===== src/rtl/legv8_pkg.sv =====
// Shared constants and types for the LEGv8 fetch/decode/control sequencer.
// Optional feature macro: LEGV8_CBNZ_EN (adds CBNZ decode).
package legv8_pkg;

  // 11-bit opcodes (IR[31:21])
  localparam logic [10:0] OP_ADD  = 11'h458;
  localparam logic [10:0] OP_SUB  = 11'h658;
  localparam logic [10:0] OP_AND  = 11'h450;
  localparam logic [10:0] OP_ORR  = 11'h550;
  localparam logic [10:0] OP_LDUR = 11'h7C2;
  localparam logic [10:0] OP_STUR = 11'h7C0;
  // CB-format opcodes (IR[31:24]) and B-format opcode (IR[31:26])
  localparam logic [7:0]  OP_CBZ  = 8'hB4;
  localparam logic [7:0]  OP_CBNZ = 8'hB5;
  localparam logic [5:0]  OP_B    = 6'h05;

  localparam logic [1:0] ALUOP_ADD   = 2'b00;
  localparam logic [1:0] ALUOP_PASSB = 2'b01;
  localparam logic [1:0] ALUOP_RTYPE = 2'b10;

  localparam logic [2:0] ST_IDLE  = 3'd0;
  localparam logic [2:0] ST_FETCH = 3'd1;
  localparam logic [2:0] ST_WAIT  = 3'd2;
  localparam logic [2:0] ST_EXEC  = 3'd3;
  localparam logic [2:0] ST_HALT  = 3'd4;

  typedef enum logic [2:0] {
    S_IDLE  = ST_IDLE,
    S_FETCH = ST_FETCH,
    S_WAIT  = ST_WAIT,
    S_EXEC  = ST_EXEC,
    S_HALT  = ST_HALT
  } state_e;

  typedef enum logic [1:0] {
    BR_NONE = 2'd0,
    BR_CBZ  = 2'd1,
    BR_CBNZ = 2'd2,
    BR_B    = 2'd3
  } branch_e;

  typedef struct packed {
    logic       alu_src;
    logic       mem_read;
    logic       mem_write;
    logic       mem_to_reg;
    logic       reg_write;
    logic [1:0] alu_op;
    logic       reg2loc;
    branch_e    branch;
  } ctrl_t;

  // Byte offset of a CB-format branch: sext(IR[23:5]) << 2
  function automatic logic [63:0] cb_offset(input logic [31:0] ir);
    return {{43{ir[23]}}, ir[23:5], 2'b00};
  endfunction

  // Byte offset of a B-format branch: sext(IR[25:0]) << 2
  function automatic logic [63:0] b_offset(input logic [31:0] ir);
    return {{36{ir[25]}}, ir[25:0], 2'b00};
  endfunction

endpackage


===== src/rtl/legv8_main_decoder.sv =====
// Combinational main decoder: instruction word -> control bundle + illegal flag.
// Optional feature macro: LEGV8_CBNZ_EN (CBNZ decodes like CBZ, inverted sense).
import legv8_pkg::*;

module legv8_main_decoder (
  input  logic [31:0] ir,
  output ctrl_t       ctrl,
  output logic        illegal
);

  logic [10:0] opcode;
  assign opcode = ir[31:21];

  // Classify the word and produce its datapath controls
  always_comb begin
    ctrl    = '0;
    ctrl.branch = BR_NONE;
    illegal = 1'b0;
    if (opcode == OP_ADD || opcode == OP_SUB ||
        opcode == OP_AND || opcode == OP_ORR) begin
      ctrl.alu_op    = ALUOP_RTYPE;
      ctrl.reg_write = 1'b1;
    end else if (opcode == OP_LDUR) begin
      ctrl.alu_op     = ALUOP_ADD;
      ctrl.alu_src    = 1'b1;
      ctrl.mem_read   = 1'b1;
      ctrl.mem_to_reg = 1'b1;
      ctrl.reg_write  = 1'b1;
    end else if (opcode == OP_STUR) begin
      ctrl.alu_op    = ALUOP_ADD;
      ctrl.alu_src   = 1'b1;
      ctrl.mem_write = 1'b1;
      ctrl.reg2loc   = 1'b1;
    end else if (ir[31:24] == OP_CBZ) begin
      ctrl.alu_op  = ALUOP_PASSB;
      ctrl.reg2loc = 1'b1;
      ctrl.branch  = BR_CBZ;
`ifdef LEGV8_CBNZ_EN
    end else if (ir[31:24] == OP_CBNZ) begin
      ctrl.alu_op  = ALUOP_PASSB;
      ctrl.reg2loc = 1'b1;
      ctrl.branch  = BR_CBNZ;
`else
    end else if (ir[31:24] == OP_CBNZ) begin
      illegal = 1'b1;
`endif
    end else if (ir[31:26] == OP_B) begin
      ctrl.branch = BR_B;
    end else begin
      illegal = 1'b1;
    end
  end

endmodule


===== src/rtl/legv8_fetch_ctrl.sv =====
// Multicycle fetch/decode/control sequencer: owns the FSM, PC and IR.
// Optional feature macro: LEGV8_CBNZ_EN (handled inside the decoder).
//
//   state | meaning
//   IDLE  | waiting for start
//   FETCH | one-cycle imem_req at pc
//   WAIT  | waiting for imem_valid; zero word halts
//   EXEC  | controls driven, pc updated on exit
//   HALT  | absorbing until reset
import legv8_pkg::*;

module legv8_fetch_ctrl #(
  parameter logic [63:0] PC_RESET = 64'h0
) (
  input  logic        clk,
  input  logic        reset,
  input  logic        start,
  output logic [63:0] imem_addr,
  output logic        imem_req,
  input  logic [31:0] imem_rdata,
  input  logic        imem_valid,
  input  logic        Zero,
  output logic [1:0]  ALUOp,
  output logic [10:0] Opcode_field,
  output logic [4:0]  rd_addr_1,
  output logic [4:0]  rd_addr_2,
  output logic [4:0]  wr_addr,
  output logic [8:0]  displacement,
  output logic        ALUSrc,
  output logic        MemRead,
  output logic        MemtoReg,
  output logic        RegWrite,
  output logic        MemWrite,
  output logic [63:0] pc,
  output logic        halted,
  output logic        illegal
);

  state_e      state_q, state_d;
  logic [63:0] pc_q, pc_d;
  logic [31:0] ir_q, ir_d;

  ctrl_t       ctrl;
  logic        dec_illegal;
  logic        in_exec;
  logic [63:0] pc_next;

  legv8_main_decoder u_dec (
    .ir      (ir_q),
    .ctrl    (ctrl),
    .illegal (dec_illegal)
  );

  assign in_exec = (state_q == S_EXEC);

  // Branch resolution; Zero is consumed combinationally during EXEC
  always_comb begin
    pc_next = pc_q + 64'd4;
    case (ctrl.branch)
      BR_CBZ:  if (Zero)  pc_next = pc_q + cb_offset(ir_q);
      BR_CBNZ: if (!Zero) pc_next = pc_q + cb_offset(ir_q);
      BR_B:    pc_next = pc_q + b_offset(ir_q);
      default: ;
    endcase
  end

  // Next-state, PC and IR update
  always_comb begin
    state_d = state_q;
    pc_d    = pc_q;
    ir_d    = ir_q;
    case (state_q)
      S_IDLE:  if (start) state_d = S_FETCH;
      S_FETCH: state_d = S_WAIT;
      S_WAIT: begin
        if (imem_valid) begin
          if (imem_rdata == 32'h0) begin
            state_d = S_HALT;
          end else begin
            ir_d    = imem_rdata;
            state_d = S_EXEC;
          end
        end
      end
      S_EXEC: begin
        pc_d    = pc_next;
        state_d = S_FETCH;
      end
      S_HALT:  state_d = S_HALT;
      default: state_d = S_IDLE;
    endcase
  end

  // State registers with synchronous active-low reset
  always_ff @(posedge clk) begin
    if (!reset) begin
      state_q <= S_IDLE;
      pc_q    <= PC_RESET;
      ir_q    <= 32'h0;
    end else begin
      state_q <= state_d;
      pc_q    <= pc_d;
      ir_q    <= ir_d;
    end
  end

  // Output drive: strobes gated to EXEC, fields follow IR
  always_comb begin
    imem_addr    = pc_q;
    imem_req     = (state_q == S_FETCH);
    pc           = pc_q;
    halted       = (state_q == S_HALT);
    illegal      = in_exec & dec_illegal;
    ALUOp        = in_exec ? ctrl.alu_op : ALUOP_ADD;
    ALUSrc       = in_exec & ctrl.alu_src;
    MemRead      = in_exec & ctrl.mem_read;
    MemtoReg     = in_exec & ctrl.mem_to_reg;
    RegWrite     = in_exec & ctrl.reg_write;
    MemWrite     = in_exec & ctrl.mem_write;
    Opcode_field = ir_q[31:21];
    displacement = ir_q[20:12];
    rd_addr_1    = ir_q[9:5];
    wr_addr      = ir_q[4:0];
    rd_addr_2    = ctrl.reg2loc ? ir_q[4:0] : ir_q[20:16];
  end

endmodule


===== config.mk =====
export PLATFORM = sky130hd
export DESIGN_NAME = legv8_fetch_ctrl
export DESIGN_NICKNAME = d
export VERILOG_FILES = /design/src/rtl/legv8_pkg.sv /design/src/rtl/legv8_main_decoder.sv /design/src/rtl/legv8_fetch_ctrl.sv
export SDC_FILE = /design/constraint.sdc
export NUM_CORES = 1
export LEC_CHECK = 0
export CAP_MARGIN = 0
export CORE_UTILIZATION = 55
export CTS_CLUSTER_DIAMETER = 40
export DETAILED_ROUTE_END_ITERATION = 7
export GPL_ROUTABILITY_DRIVEN = 0
export PLACE_DENSITY = 0.91
export SYNTH_ARGS = -nofsm -noshare
export SYNTH_HDL_FRONTEND = slang
export SYNTH_HIERARCHICAL = 1
export SYNTH_SLANG_ARGS = --single-unit

===== constraint.sdc =====
create_clock -name clk -period 8.3 [get_ports clk]
set_input_delay 2.075 -clock clk [delete_from_list [all_inputs] [get_ports clk]]
set_output_delay 2.075 -clock clk [all_outputs]
set_load 0.02 [all_outputs]

==> impl_metrics.py <==
metrics = {
    "layout": {
        "n_antenna_cell": 0,
        "final_cell_mix": "209 x a21oi_1, 204 x clkdlybuf4s50_1, 167 x nor2_1",
        "area_delta_synth_final_pct": 12.9,
        "nets": 2143,
        "num-fill-cells": 2078,
        "multi_input_area_um2": 10700,
        "fin_cells": 2311,
        "regArea_um2": 1940,
        "layout-drive-gt1-share_pct": 3.42,
        "final_common_cell": "a21oi_1",
    },
    "sta": {
        "setup_ws_ps": 3350,
        "fin_hold_ws_ps": 573,
        "finalSetupViolCount": 0,
        "fin_worst_skew_ps": 12.8,
        "fin_crit_sh_pct": 59.7,
        "worst_pin_slew_ps": 1000,
        "fin_crit_ps": 4960,
        "relSlewSlack_pct": 33.1,
        "report.final.hold_viol_count": 0,
        "max_freq_mhz": 202,
        "rsz0062_at_grt": "no",
        "timing.setup.tns_ps": 0,
        "drv_slew": 0,
    },
    "die": {
        "fp-row-count": 57,
        "core_um2": 24500,
        "die_y_um": 161,
        "num_io_pins": 210,
        "die_area_um2": 25800,
        "initial_core_util_pct": 56.4,
        "die_x_um": 161,
    },
    "yosys": {
        "synthFlopType": "dfxtp_1",
        "syn-instance-count": 1946,
        "syn-cell-area_um2": 13800,
        "synth-edff-count": 0,
        "synth-async-reset-ratio_pct": 0,
        "ys_seq_area_share_pct": 14.0,
        "ys_warn_count": 6,
        "synth-seq-cells": 97,
        "yosys.cell_types.count": 79,
        "syn_avg_cell_area_um2": 7.11,
    },
    "clock_tree": {
        "cts_max_level": 3,
        "clk_latency_ps": 370,
        "cts_tree": "built",
        "cts_buffers": 9,
        "postCtsSetupBuffers": 0,
        "holdBufCountCts": 0,
        "clockBufferDepth": 2,
        "root_buffer": "clkbuf_16",
        "numClockSinks": 97,
        "cts-resized-gates": 0,
        "clk_pin_slew_ps": 90,
    },
    "status": {
        "status": "finished with violations",
        "violations": "DRC",
    },
    "critical_path": {
        "cp.buffers_inverters": 2,
        "path_cells": "buf_4, nand2b_1, nor4b_2, nand2b_1, mux2_2, clkdlybuf4s50_1",
        "cp_slowest_cell": "clkdlybuf4s50_1",
        "critPathTopFamily": "simple AND/OR/NAND/NOR gates",
        "r2r_cells": 12,
        "slowest_delay_ps": 540,
        "cp-start-kind": "register",
        "crit_path_max_fanout": 41,
        "ff2ff_setup_slack_ps": 3960,
        "required_ps": 6230,
        "crit_type": "register to output pin",
        "path_depth": 6,
        "arrival_ps": 2880,
        "critPathCaptureType": "output pin",
        "cp_common_cell": "nand2b_1",
    },
    "global_route": {
        "antenna_found_initial": 0,
        "overflow": 0,
        "grt_max_degree": 72,
        "grt_pass1_vias": 14600,
        "grt_pass1_wl_um": 73800,
        "grt_usage_pct": 34.8,
    },
    "placement": {
        "port_buffers": 205,
        "dp_hpwl_um": 34300,
        "dp.cells": 2295,
        "dp_slack_ps": 3750,
    },
    "pwr": {
        "p_leak_nw": 6.49,
        "cellPowerDensity_nw_per_um2": 80.2,
        "peakVddDrop_uv": 87.5,
    },
    "min_path": {
        "hp-class": "register to register",
        "hold_depth": 2,
    },
    "route": {
        "ant_nets": 0,
        "via_per_inst": 6.86,
        "drc_errors": 4,
        "avgRoutedWirePerCell_um": 20.2,
        "drtIter0Drc": 2662,
        "dr.pass1.iters": 8,
        "drt_wl_total_um": 46700,
        "vias": 15900,
    },
    "flow_run": {
        "drv_cap": 0,
    },
}
## tightest hold or removal path, delay by kind of cell, from the launching register on
| family | cells | cell delay (ps) |
|---|---|---|
| muxes | 1 | 140 |
| and+or+nand+nor | 1 | 50 |
| DFF | 1 | 350 |
## report_power, final
group	internal [W]	leakage [nW]	switching, W
registers	0.000479	0.784	0.0000342
clock network	0.000217	0.151	0.000237
logic	0.000120	5.55	0.000165
## metal layers
metal | GRT usage, % | vias to the layer above | wire, um
li1 | - | 7239 | -
met1 | 44.2 | 7167 | 18000
met2 | 54.5 | 1202 | 20300
met3 | 6.12 | 249 | 5500
met4 | 21.9 | 0 | 2910
met5 | 0 | - | 0
## sequential cells by signal, summed over array words and instances (netlist names)
signal and cells:
imem_addr 62, state_q 3, ir_q 32
## cells by family (layout without fill, tap and decap cells)
logic type	Yosys count	after routing	synth area share [%]
AO/OA/AOI/OAI	682	682	31.3
XOR/XNOR	142	142	8.99
adder cells (fa/ha/maj)	124	124	11.3
buffers and inverters	233	271	8.99
flip-flops	97	97	14.0
multiplexers	46	46	3.37
other	1	4	0.0271
AND/OR/NAND/NOR	621	621	21.9
## stage by stage
step           utilization, %  instance area [um2]  total power [W]
3_3_place_gp             62.4                15300         0.000792
2_1_floorplan               -                13800         0.000707
3_5_place_dp             62.4                15300         0.000800
6_report                 63.7                15600          0.00125
5_1_grt                  63.7                15600          0.00129
4_1_cts                  63.7                15600          0.00125
## path summary, 6_finish.rpt
kind,end,startpoint
max,rd_addr_2[1],ir_q[25]
max reg2reg,imem_addr[61],ir_q[23]
min,ir_q[30],ir_q[30]
min reg2reg,ir_q[30],ir_q[30]
## cell usage after synthesis, types with 11 or more instances
cell | n | area, um2
and3_1 | 32 | 200
o21bai_1 | 21 | 158
nand2_1 | 164 | 616
buf_4 | 97 | 728
nand4_1 | 49 | 307
nand2b_1 | 19 | 119
nor2_1 | 167 | 627
o22ai_1 | 23 | 144
ha_1 | 122 | 1530
inv_1 | 36 | 135
o21ai_0 | 161 | 806
a21o_1 | 65 | 488
and2_1 | 17 | 106
xnor2_1 | 88 | 771
a211oi_1 | 24 | 180
dfxtp_1 | 97 | 1940
clkbuf_1 | 90 | 338
o211ai_1 | 19 | 143
nand3_1 | 56 | 280
nor3_1 | 34 | 170
or3_1 | 11 | 68.8
o31ai_1 | 17 | 128
a221oi_1 | 17 | 149
xor2_1 | 54 | 473
a21oi_1 | 209 | 1050
mux2i_1 | 41 | 410
nor4_1 | 20 | 125
a31oi_1 | 25 | 156
o21a_1 | 17 | 128
nor2b_1 | 12 | 75.1
## cell type report
cell class / count / area share [%]
repair buffers: 218 / 13.7
flip-flops and latches: 97 / 12.4
multi-input cells: 1619 / 68.4
clock inverters: 7 / 0.504
clock buffers: 9 / 1.44
well taps: 324 / 2.59
inverters: 37 / 0.889
Power figures use the tool's default switching activity.
